===== src/rtl/addsub_pkg.sv =====
// Shared definitions for the registered adder/subtractor: width helpers,
// the legal latency range and the operation encoding.
package addsub_pkg;

  localparam int MIN_LATENCY = 1;
  localparam int MAX_LATENCY = 4;

  // Operation selected by sub_i.
  typedef enum logic {
    OP_ADD = 1'b0,
    OP_SUB = 1'b1
  } op_e;

  function automatic int max_w(input int a, input int b);
    return (a > b) ? a : b;
  endfunction

  // One guard bit above the widest operand makes add and signed subtract
  // exact; for unsigned subtract the extra MSB doubles as the borrow flag.
  function automatic int out_w(input int w1, input int w2);
    return max_w(w1, w2) + 1;
  endfunction

endpackage


===== src/rtl/reg_addsub_if.sv =====
// Operand/result bundle for reg_addsub. The master side drives the operands
// and qualifiers; the slave side (the arithmetic block) returns the result.
interface reg_addsub_if #(
  parameter int DATA_WIDTH_1 = 16,
  parameter int DATA_WIDTH_2 = 16
) ();

  localparam int OUT_W = addsub_pkg::out_w(DATA_WIDTH_1, DATA_WIDTH_2);

  logic                    valid_i;
  logic                    sub_i;
  logic [DATA_WIDTH_1-1:0] data1_i;
  logic [DATA_WIDTH_2-1:0] data2_i;
  logic [OUT_W-1:0]        data_o;
  logic                    valid_o;

  modport master (
    output valid_i,
    output sub_i,
    output data1_i,
    output data2_i,
    input  data_o,
    input  valid_o
  );

  modport slave (
    input  valid_i,
    input  sub_i,
    input  data1_i,
    input  data2_i,
    output data_o,
    output valid_o
  );

endinterface


===== src/rtl/addsub_pipe_reg.sv =====
// One pipeline stage: a plain WIDTH-bit register with synchronous
// active-low clear. It loads every cycle; there is no enable or stall.
module addsub_pipe_reg #(
  parameter int WIDTH = 1
) (
  input  logic             clk,
  input  logic             rst_n,
  input  logic [WIDTH-1:0] d_i,
  output logic [WIDTH-1:0] q_o
);

  logic [WIDTH-1:0] data_d;
  logic [WIDTH-1:0] data_q;

  assign data_d = d_i;

  // Clear the stage on reset, otherwise capture the incoming word.
  always_ff @(posedge clk) begin
    if (!rst_n) begin
      data_q <= '0;
    end else begin
      data_q <= data_d;
    end
  end

  assign q_o = data_q;

endmodule


===== src/rtl/reg_addsub.sv =====
// Registered two-operand adder/subtractor. Operands are extended to
// OUT_W = max(W1, W2) + 1 bits, added or subtracted, and the {valid, result}
// word is carried through LATENCY identical clearable register stages.
module reg_addsub
  import addsub_pkg::*;
#(
  parameter int DATA_WIDTH_1 = 16,
  parameter int DATA_WIDTH_2 = 16,
  parameter int SIGNED       = 0,
  parameter int LATENCY      = 1
) (
  input logic         clk,
  input logic         rst_n,
  reg_addsub_if.slave bus
);

  localparam int OUT_W   = out_w(DATA_WIDTH_1, DATA_WIDTH_2);
  localparam int STAGE_W = OUT_W + 1;

  if ((LATENCY < MIN_LATENCY) || (LATENCY > MAX_LATENCY)) begin : g_bad_latency
    $error("reg_addsub: LATENCY=%0d is outside %0d..%0d",
           LATENCY, MIN_LATENCY, MAX_LATENCY);
  end

  // Extend operand 1 to the result width; the fill bit is the operand MSB
  // only for two's-complement operands.
  function automatic logic signed [OUT_W-1:0] extend1(input logic [DATA_WIDTH_1-1:0] v);
    logic fill;
    fill = (SIGNED != 0) ? v[DATA_WIDTH_1-1] : 1'b0;
    return {{(OUT_W - DATA_WIDTH_1){fill}}, v};
  endfunction

  // Same extension for operand 2, which may have a different width.
  function automatic logic signed [OUT_W-1:0] extend2(input logic [DATA_WIDTH_2-1:0] v);
    logic fill;
    fill = (SIGNED != 0) ? v[DATA_WIDTH_2-1] : 1'b0;
    return {{(OUT_W - DATA_WIDTH_2){fill}}, v};
  endfunction

  op_e                     op;
  logic signed [OUT_W-1:0] op1_ext;
  logic signed [OUT_W-1:0] op2_ext;
  logic signed [OUT_W-1:0] result;

  // Extend both operands and form the result modulo 2^OUT_W.
  always_comb begin
    op      = op_e'(bus.sub_i);
    op1_ext = extend1(bus.data1_i);
    op2_ext = extend2(bus.data2_i);
    if (op == OP_SUB) begin
      result = op1_ext - op2_ext;
    end else begin
      result = op1_ext + op2_ext;
    end
  end

  logic [STAGE_W-1:0] stage_d [LATENCY];
  logic [STAGE_W-1:0] stage_q [LATENCY];

  // ---- stage 1 boundary: arithmetic result and valid enter the pipe ----
  assign stage_d[0] = {bus.valid_i, result};

  for (genvar s = 0; s < LATENCY; s++) begin : g_stage
    if (s > 0) begin : g_chain
      // ---- stage boundary: previous stage feeds the next ----
      assign stage_d[s] = stage_q[s-1];
    end

    addsub_pipe_reg #(
      .WIDTH (STAGE_W)
    ) u_reg (
      .clk   (clk),
      .rst_n (rst_n),
      .d_i   (stage_d[s]),
      .q_o   (stage_q[s])
    );
  end

  // ---- output boundary: last stage drives the ports directly ----
  assign bus.valid_o = stage_q[LATENCY-1][STAGE_W-1];
  assign bus.data_o  = stage_q[LATENCY-1][OUT_W-1:0];

endmodule


===== src/flat_wrapper.sv =====
// flat-port wrapper written by rule: the top's interface ports become plain ports
module reg_addsub_flat import addsub_pkg::*;
#(
  parameter int DATA_WIDTH_1 = 16,
  parameter int DATA_WIDTH_2 = 16,
  parameter int SIGNED       = 0,
  parameter int LATENCY      = 1
)
  (clk, rst_n, bus_valid_i, bus_sub_i, bus_data1_i, bus_data2_i, bus_data_o, bus_valid_o);
  reg_addsub_if #(.DATA_WIDTH_1(DATA_WIDTH_1), .DATA_WIDTH_2(DATA_WIDTH_2)) bus_i ();
  input logic clk;
  input logic rst_n;
  input wire logic [$bits(bus_i.valid_i)-1:0] bus_valid_i;
  input wire logic [$bits(bus_i.sub_i)-1:0] bus_sub_i;
  input wire logic [$bits(bus_i.data1_i)-1:0] bus_data1_i;
  input wire logic [$bits(bus_i.data2_i)-1:0] bus_data2_i;
  output wire logic [$bits(bus_i.data_o)-1:0] bus_data_o;
  output wire logic [$bits(bus_i.valid_o)-1:0] bus_valid_o;
  assign bus_i.valid_i = bus_valid_i;
  assign bus_i.sub_i = bus_sub_i;
  assign bus_i.data1_i = bus_data1_i;
  assign bus_i.data2_i = bus_data2_i;
  assign bus_data_o = bus_i.data_o;
  assign bus_valid_o = bus_i.valid_o;
  reg_addsub #(.DATA_WIDTH_1(DATA_WIDTH_1), .DATA_WIDTH_2(DATA_WIDTH_2), .SIGNED(SIGNED), .LATENCY(LATENCY)) u_core (.clk(clk), .rst_n(rst_n), .bus(bus_i));
endmodule

===== config.mk =====
export PLATFORM = sky130hd
export DESIGN_NAME = reg_addsub_flat
export DESIGN_NICKNAME = d
export VERILOG_FILES = /design/src/rtl/addsub_pkg.sv /design/src/rtl/reg_addsub_if.sv /design/src/rtl/addsub_pipe_reg.sv /design/src/rtl/reg_addsub.sv /design/src/flat_wrapper.sv
export SDC_FILE = /design/constraint.sdc
export NUM_CORES = 1
export LEC_CHECK = 0
export BUFFER_PORTS_ARGS = -buffer_cell sky130_fd_sc_hd__buf_2
export CORE_ASPECT_RATIO = 1.25
export CORE_MARGIN = 2
export CORE_UTILIZATION = 30
export CTS_BUF_LIST = sky130_fd_sc_hd__clkbuf_4 sky130_fd_sc_hd__clkbuf_8 sky130_fd_sc_hd__clkbuf_16
export DETAILED_ROUTE_END_ITERATION = 10
export MAX_ROUTING_LAYER = met4
export PLACE_DENSITY = 0.51
export SYNTH_ARGS = -nofsm -noshare
export SYNTH_HDL_FRONTEND = slang
export SYNTH_SLANG_ARGS = --single-unit

===== constraint.sdc =====
create_clock -name clk -period 3.7 [get_ports clk]
set_input_delay 0.37 -clock clk [delete_from_list [all_inputs] [get_ports clk]]
set_output_delay 0.37 -clock clk [all_outputs]
set_load 0.005 [all_outputs]

==> results of run 1 <==
[path summary, 6_finish.rpt]
kind	slack, ns	start	to
worst min-delay path	0.33	bus_valid_i	u_core.g_stage[0].u_reg.q_o[17]
worst max-delay path	0.76	bus_data2_i[0]	u_core.g_stage[0].u_reg.q_o[16]
[metal layers]
layer / track usage / up-vias / part of all wire
met3: 0.0154 / 2 / 0.041
met5: - / - / 0
met1: 0.172 / 685 / 0.47
met4: 0.0428 / 0 / 0.011
li1: - / 834 / -
met2: 0.229 / 36 / 0.48
[cell usage after synthesis (3+ instances only)]
cell / n / area [um2]
a211oi_1: 3 / 22.5
a21o_1: 5 / 37.5
a21oi_1: 20 / 100
a31oi_1: 3 / 18.8
clkbuf_1: 3 / 11.3
dfxtp_1: 18 / 360
ha_1: 17 / 213
inv_1: 9 / 33.8
mux2i_1: 6 / 60.1
nand2_1: 18 / 67.6
nand2b_1: 6 / 37.5
nand3_1: 3 / 15.0
nor2_1: 27 / 101
nor3_1: 8 / 40.0
nor4_1: 3 / 18.8
o21a_1: 4 / 30.0
o21ai_0: 14 / 70.1
xnor2_1: 16 / 140
xor2_1: 4 / 35.0
[final cells by class]
type                            instances  area [um2]
Clock buffer                            4        55.1
Fill cell                             572        3110
Inverter                                9        33.8
Multi-Input combinational cell        175        1180
Sequential cell                        18         360
Tap cell                               62        77.6
Timing Repair Buffer                   53         265
[through the flow]
stage	power [mW]	utilization	cells	hold slack, ns	setup slack, ns
floorplan	0.458	-	205	0.497	0.901
detailed placement	0.563	0.378	317	0.586	0.510
global route	0.772	0.389	321	0.331	0.446
finish	0.709	0.389	321	0.330	0.756
global placement	0.565	0.378	317	0.578	0.493
CTS	0.717	0.389	321	0.329	0.745
[power by group through the flow]
stage | clock [mW] | sequential, mW | combinational (mW)
2_1_floorplan | 0 | 0.245 | 0.213
3_3_place_gp | 0 | 0.239 | 0.326
3_5_place_dp | 0 | 0.239 | 0.324
4_1_cts | 0.156 | 0.235 | 0.326
5_1_grt | 0.168 | 0.237 | 0.368
6_report | 0.152 | 0.234 | 0.323
[logic make-up after synthesis]
family          Yosys count  share of synthesized area
compound gates           55                      0.206
buf+inv                  12                     0.0284
xor+xnor                 20                      0.110
mux                       7                     0.0473
fa+ha+maj                18                      0.147
flops                    18                      0.227
simple gates             75                      0.234
==> metrics, run 1 <==
maximum vdd drop=0.108 mV; Die H=85.3 um; DRT Pass-1 Iters=4; mean area per synthesized cell=7.75 um2; cts repair resizes=0; First DRT Iteration DRCs=62; maxcap violations=0; area post-placement=1920 um2; FFs w/ async S/R, synth=0; critical path peak fanout=5; routed length per instance=11.8 um; Crit path depth=13; LEAKAGE=0.942 nW; TNS Setup=0 ns; Via Count=1557; Int Power=0.469 mW; # port buffers=53; worst-margin pin slew=0.448 ns; Sw Pwr=0.240 mW; critical path's largest stage delay=0.57 ns; DRT Wirelength=3800 um; Slew headroom=0.698; hold-fix buffers at CTS=0; Final GP Congestion=0.814; most frequent cells in the layout=buf_2 (53), nor2_1 (27), a21oi_1 (20); number of global-route vias before repair=1474; status=finished, final reports clean; layout cells sized above 1=0.232; WP buf/inv=2; # rows=29; # IOs=54; number of flip-flops under the largest register name=18; clock-pin transition on the worst setup and hold timing paths=0.06 ns; WS Path Type=in2reg; combinational share of power=0.456; H-tree Lvls=1; Post-Synthesis Cells=205; Netlist cell types=34; synth warn=0; number of synthesized flops with an enable pin=0; Max Slew Vio Count=0; ys flop type=dfxtp_1; Post-route DRC=0; area grow syn2layout=24.3%; CP endpoint kind=register; Root Buffer=clkbuf_8; Final min period=2.94 ns; Via density=4.85; Num CTS Buffers=3; grt ovf=0; Clock Path Buffers=2; Chip Width=69.1 um; Worst path slowest cell=or4b_1; Synth Register Bits=18; Max Fclk=340 MHz; final setup vio count=0; switch share=0.338; syn_nets=259; crit start category=input pin; delay-heaviest family, CP=simple AND/OR/NAND/NOR gates; Final Hold Vio Count=0; Hold Crit Class=in2reg; WHS Path Cells=2; Post-Syn Area=1590 um2; critical path arrival=3.08 ns; Num Clock Sinks=18; Final HPWL DP=3220 um; power density over cell area=359 nW/um2; largest net degree at the start of global routing=17; clock power share=0.214; remaining antenna violation count=0; sequential power share=0.330; Post-CTS Setup Inserts=0; All-Layer GR Usage=0.137; cell-by-cell trace of the critical path=buf_2, inv_1, ha_1, or4b_1, nor2_1, nor2_1, xnor2_1, ha_1, nand2_1, a211oi_1, nor2_1, o21ai_0, mux2_4; NumNets Final=314; die area=5890 um2; first-pass GRT wire length=6600 um; most common cell after layout, fill and taps aside=buf_2; fin area=1970 um2; Seq/Total Area, Yosys=0.227; Initial Utilization=0.313; RSZ-0062 raised after global routing=no; CTS tree=done; diode count=0; Required @ worst endpoint=3.84 ns; core area=5080 um2; initial antenna violation count=0; Crit path top cell by count=nor2_1; fin crit share=0.796
(Power assumes the default switching activity.)
==> run 2: changes to the inputs <==
Settings changed: PLACE_DENSITY 0.51 to 0.53.
Clock period 3.7 ns to 2.5 ns, I/O delays scaled along.
==> run 2 against run 1 <==
The flow now finishes with violations (setup timing); critical path depth did not move; core utilization rose by 9.9 points; sequential power rose by 48%; largest power group unchanged; highest routed layer unchanged.
==> metrics, run 2 (synthesis results as in run 1) <==
status=finished, violations left; failing checks=setup timing; # port buffers=53; RSZ-0062 raised after global routing=yes; power density over cell area=480 nW/um2; LEAKAGE=1.20 nW; hold_ws=0.205 ns; WHS Path Cells=2; Final Hold Vio Count=0; Via Count=1741; remaining antenna violation count=0; fin crit share=1.02; first-pass GRT wire length=6800 um; DRT Wirelength=4270 um; DRT Pass-1 Iters=4; most common cell after layout, fill and taps aside=buf_2; Final HPWL DP=3550 um; routed length per instance=11.5 um; crit start category=input pin; initial antenna violation count=0; worst hold path endpoint=u_core.g_stage[0].u_reg.q_o[17]; maximum vdd drop=0.145 mV; FF/Latch Area=360 um2; Clock Path Buffers=2; diode count=0; most frequent cells in the layout=buf_2 (50), buf_4 (49), nor2_1 (26); Final GP Congestion=0.863; Num Clock Sinks=18; # IOs=54; Final min period=2.55 ns; area grow syn2layout=55.9%; total power=1.19 mW; Required @ worst endpoint=2.68 ns; Chip Width=69.1 um; largest net degree at the start of global routing=15; Post-route DRC=0; clock-pin transition on the worst setup and hold timing paths=0.06 ns; FILL cells=539; NumNets Final=364; layout cells sized above 1=0.435; Initial Utilization=0.313; All-Layer GR Usage=0.142; H-tree Lvls=1; grt ovf=0; maxcap violations=0; area of the multi-input gates=1290 um2; final setup vio count=2; Max Fclk=392 MHz; Root Buffer=clkbuf_8; number of flip-flops under the largest register name=18; Max Slew Vio Count=0; Hold Crit Class=in2reg; # rows=29; Final Util=0.487; crit path from=bus_data2_i[1]; First DRT Iteration DRCs=59; Die H=85.3 um; WS Path Type=in2reg; worst-margin pin slew=0.456 ns; number of global-route vias before repair=1619; CP endpoint kind=register; Hold Startpoint=bus_valid_i; Final WS setup=-0.0535 ns; critical path arrival=2.73 ns; CTS tree=done; core area=5080 um2; Via density=4.71; Num CTS Buffers=3; die area=5890 um2; critical path peak fanout=5; hold-fix buffers at CTS=0; Slew headroom=0.693
==> run 2: changes by cell type in the layout (fill, tap and decap cells not counted), moves of 2 or more <==
cell      before  now
nand2_2        0    2
o21ai_1        0    6
inv_1          9    7
a211oi_1       3    1
nand2_1       18   16
o21ai_0       14    6
buf_2         53   50
o21ai_2        0    2
buf_6          0    3
inv_4          0    2
a21oi_1       20   11
a21oi_2        0    9
ha_1          17   15
buf_4          0   49
==> run 2: how the worst max path moves through the flow <==
stage | slack [ns] | to | depth (start not counted)
after floorplan | -0.03 | u_core.g_stage[0].u_reg.q_o[16] | 11
after global placement | -0.33 | u_core.g_stage[0].u_reg.q_o[16] | 12
after detailed placement | -0.33 | u_core.g_stage[0].u_reg.q_o[15] | 13
after CTS | -0.03 | u_core.g_stage[0].u_reg.q_o[15] | 13
after global routing | -0.17 | u_core.g_stage[0].u_reg.q_o[15] | 13
final | -0.05 | u_core.g_stage[0].u_reg.q_o[15] | 13
==> run 2: metal layers <==
metal	up-vias	part of all wire	global-route usage
met5	-	0	-
li1	932	-	-
met1	765	0.44	0.167
met2	36	0.50	0.248
met4	0	0.019	0.0570
met3	8	0.034	0.0131
==> run 2: report_power, final <==
part / leakage [nW] / total (mW) / internal, mW / switching, mW
Combinational: 1.02 / 0.652 / 0.340 / 0.313
Clock: 0.0216 / 0.191 / 0.107 / 0.0838
Sequential: 0.150 / 0.346 / 0.337 / 0.00950
==> run 2: critical path, cell delays in order <==
cell	delay (ns)
buf_8	0.10
inv_4	0.04
ha_4	0.12
or4b_4	0.51
nor4_4	0.32
a21oi_2	0.09
xnor2_1	0.14
ha_1	0.37
a21oi_2	0.18
o21ai_1	0.08
a21o_1	0.15
a31oi_1	0.17
mux2i_1	0.20
==> run 2: per-stage QoR <==
step                cell area [um2]  setup TNS [ns]  cells  setup WS, ns
floorplan                      1600         -0.0599    205       -0.0329
global placement               2270           -2.18    361        -0.330
detailed placement             2270           -2.24    361        -0.330
CTS                            2360         -0.0474    366       -0.0279
global route                   2480          -0.680    370        -0.170
finish                         2480          -0.104    370       -0.0535
==> run 2: repair_timing <==
action | in CTS | in global routing
setup buffers | 2 | 4
endpoints found under the setup margin | 4 | 9
pin swaps | 2 | 14
gates resized for setup | 11 | 26
==> run 2: final cells by class <==
type                            instances  share of cell area
Tap cell                               62              0.0313
Inverter                                9              0.0157
Sequential cell                        18               0.146
Clock buffer                            3              0.0167
Multi-Input combinational cell        175               0.521
Timing Repair Buffer                  103               0.269
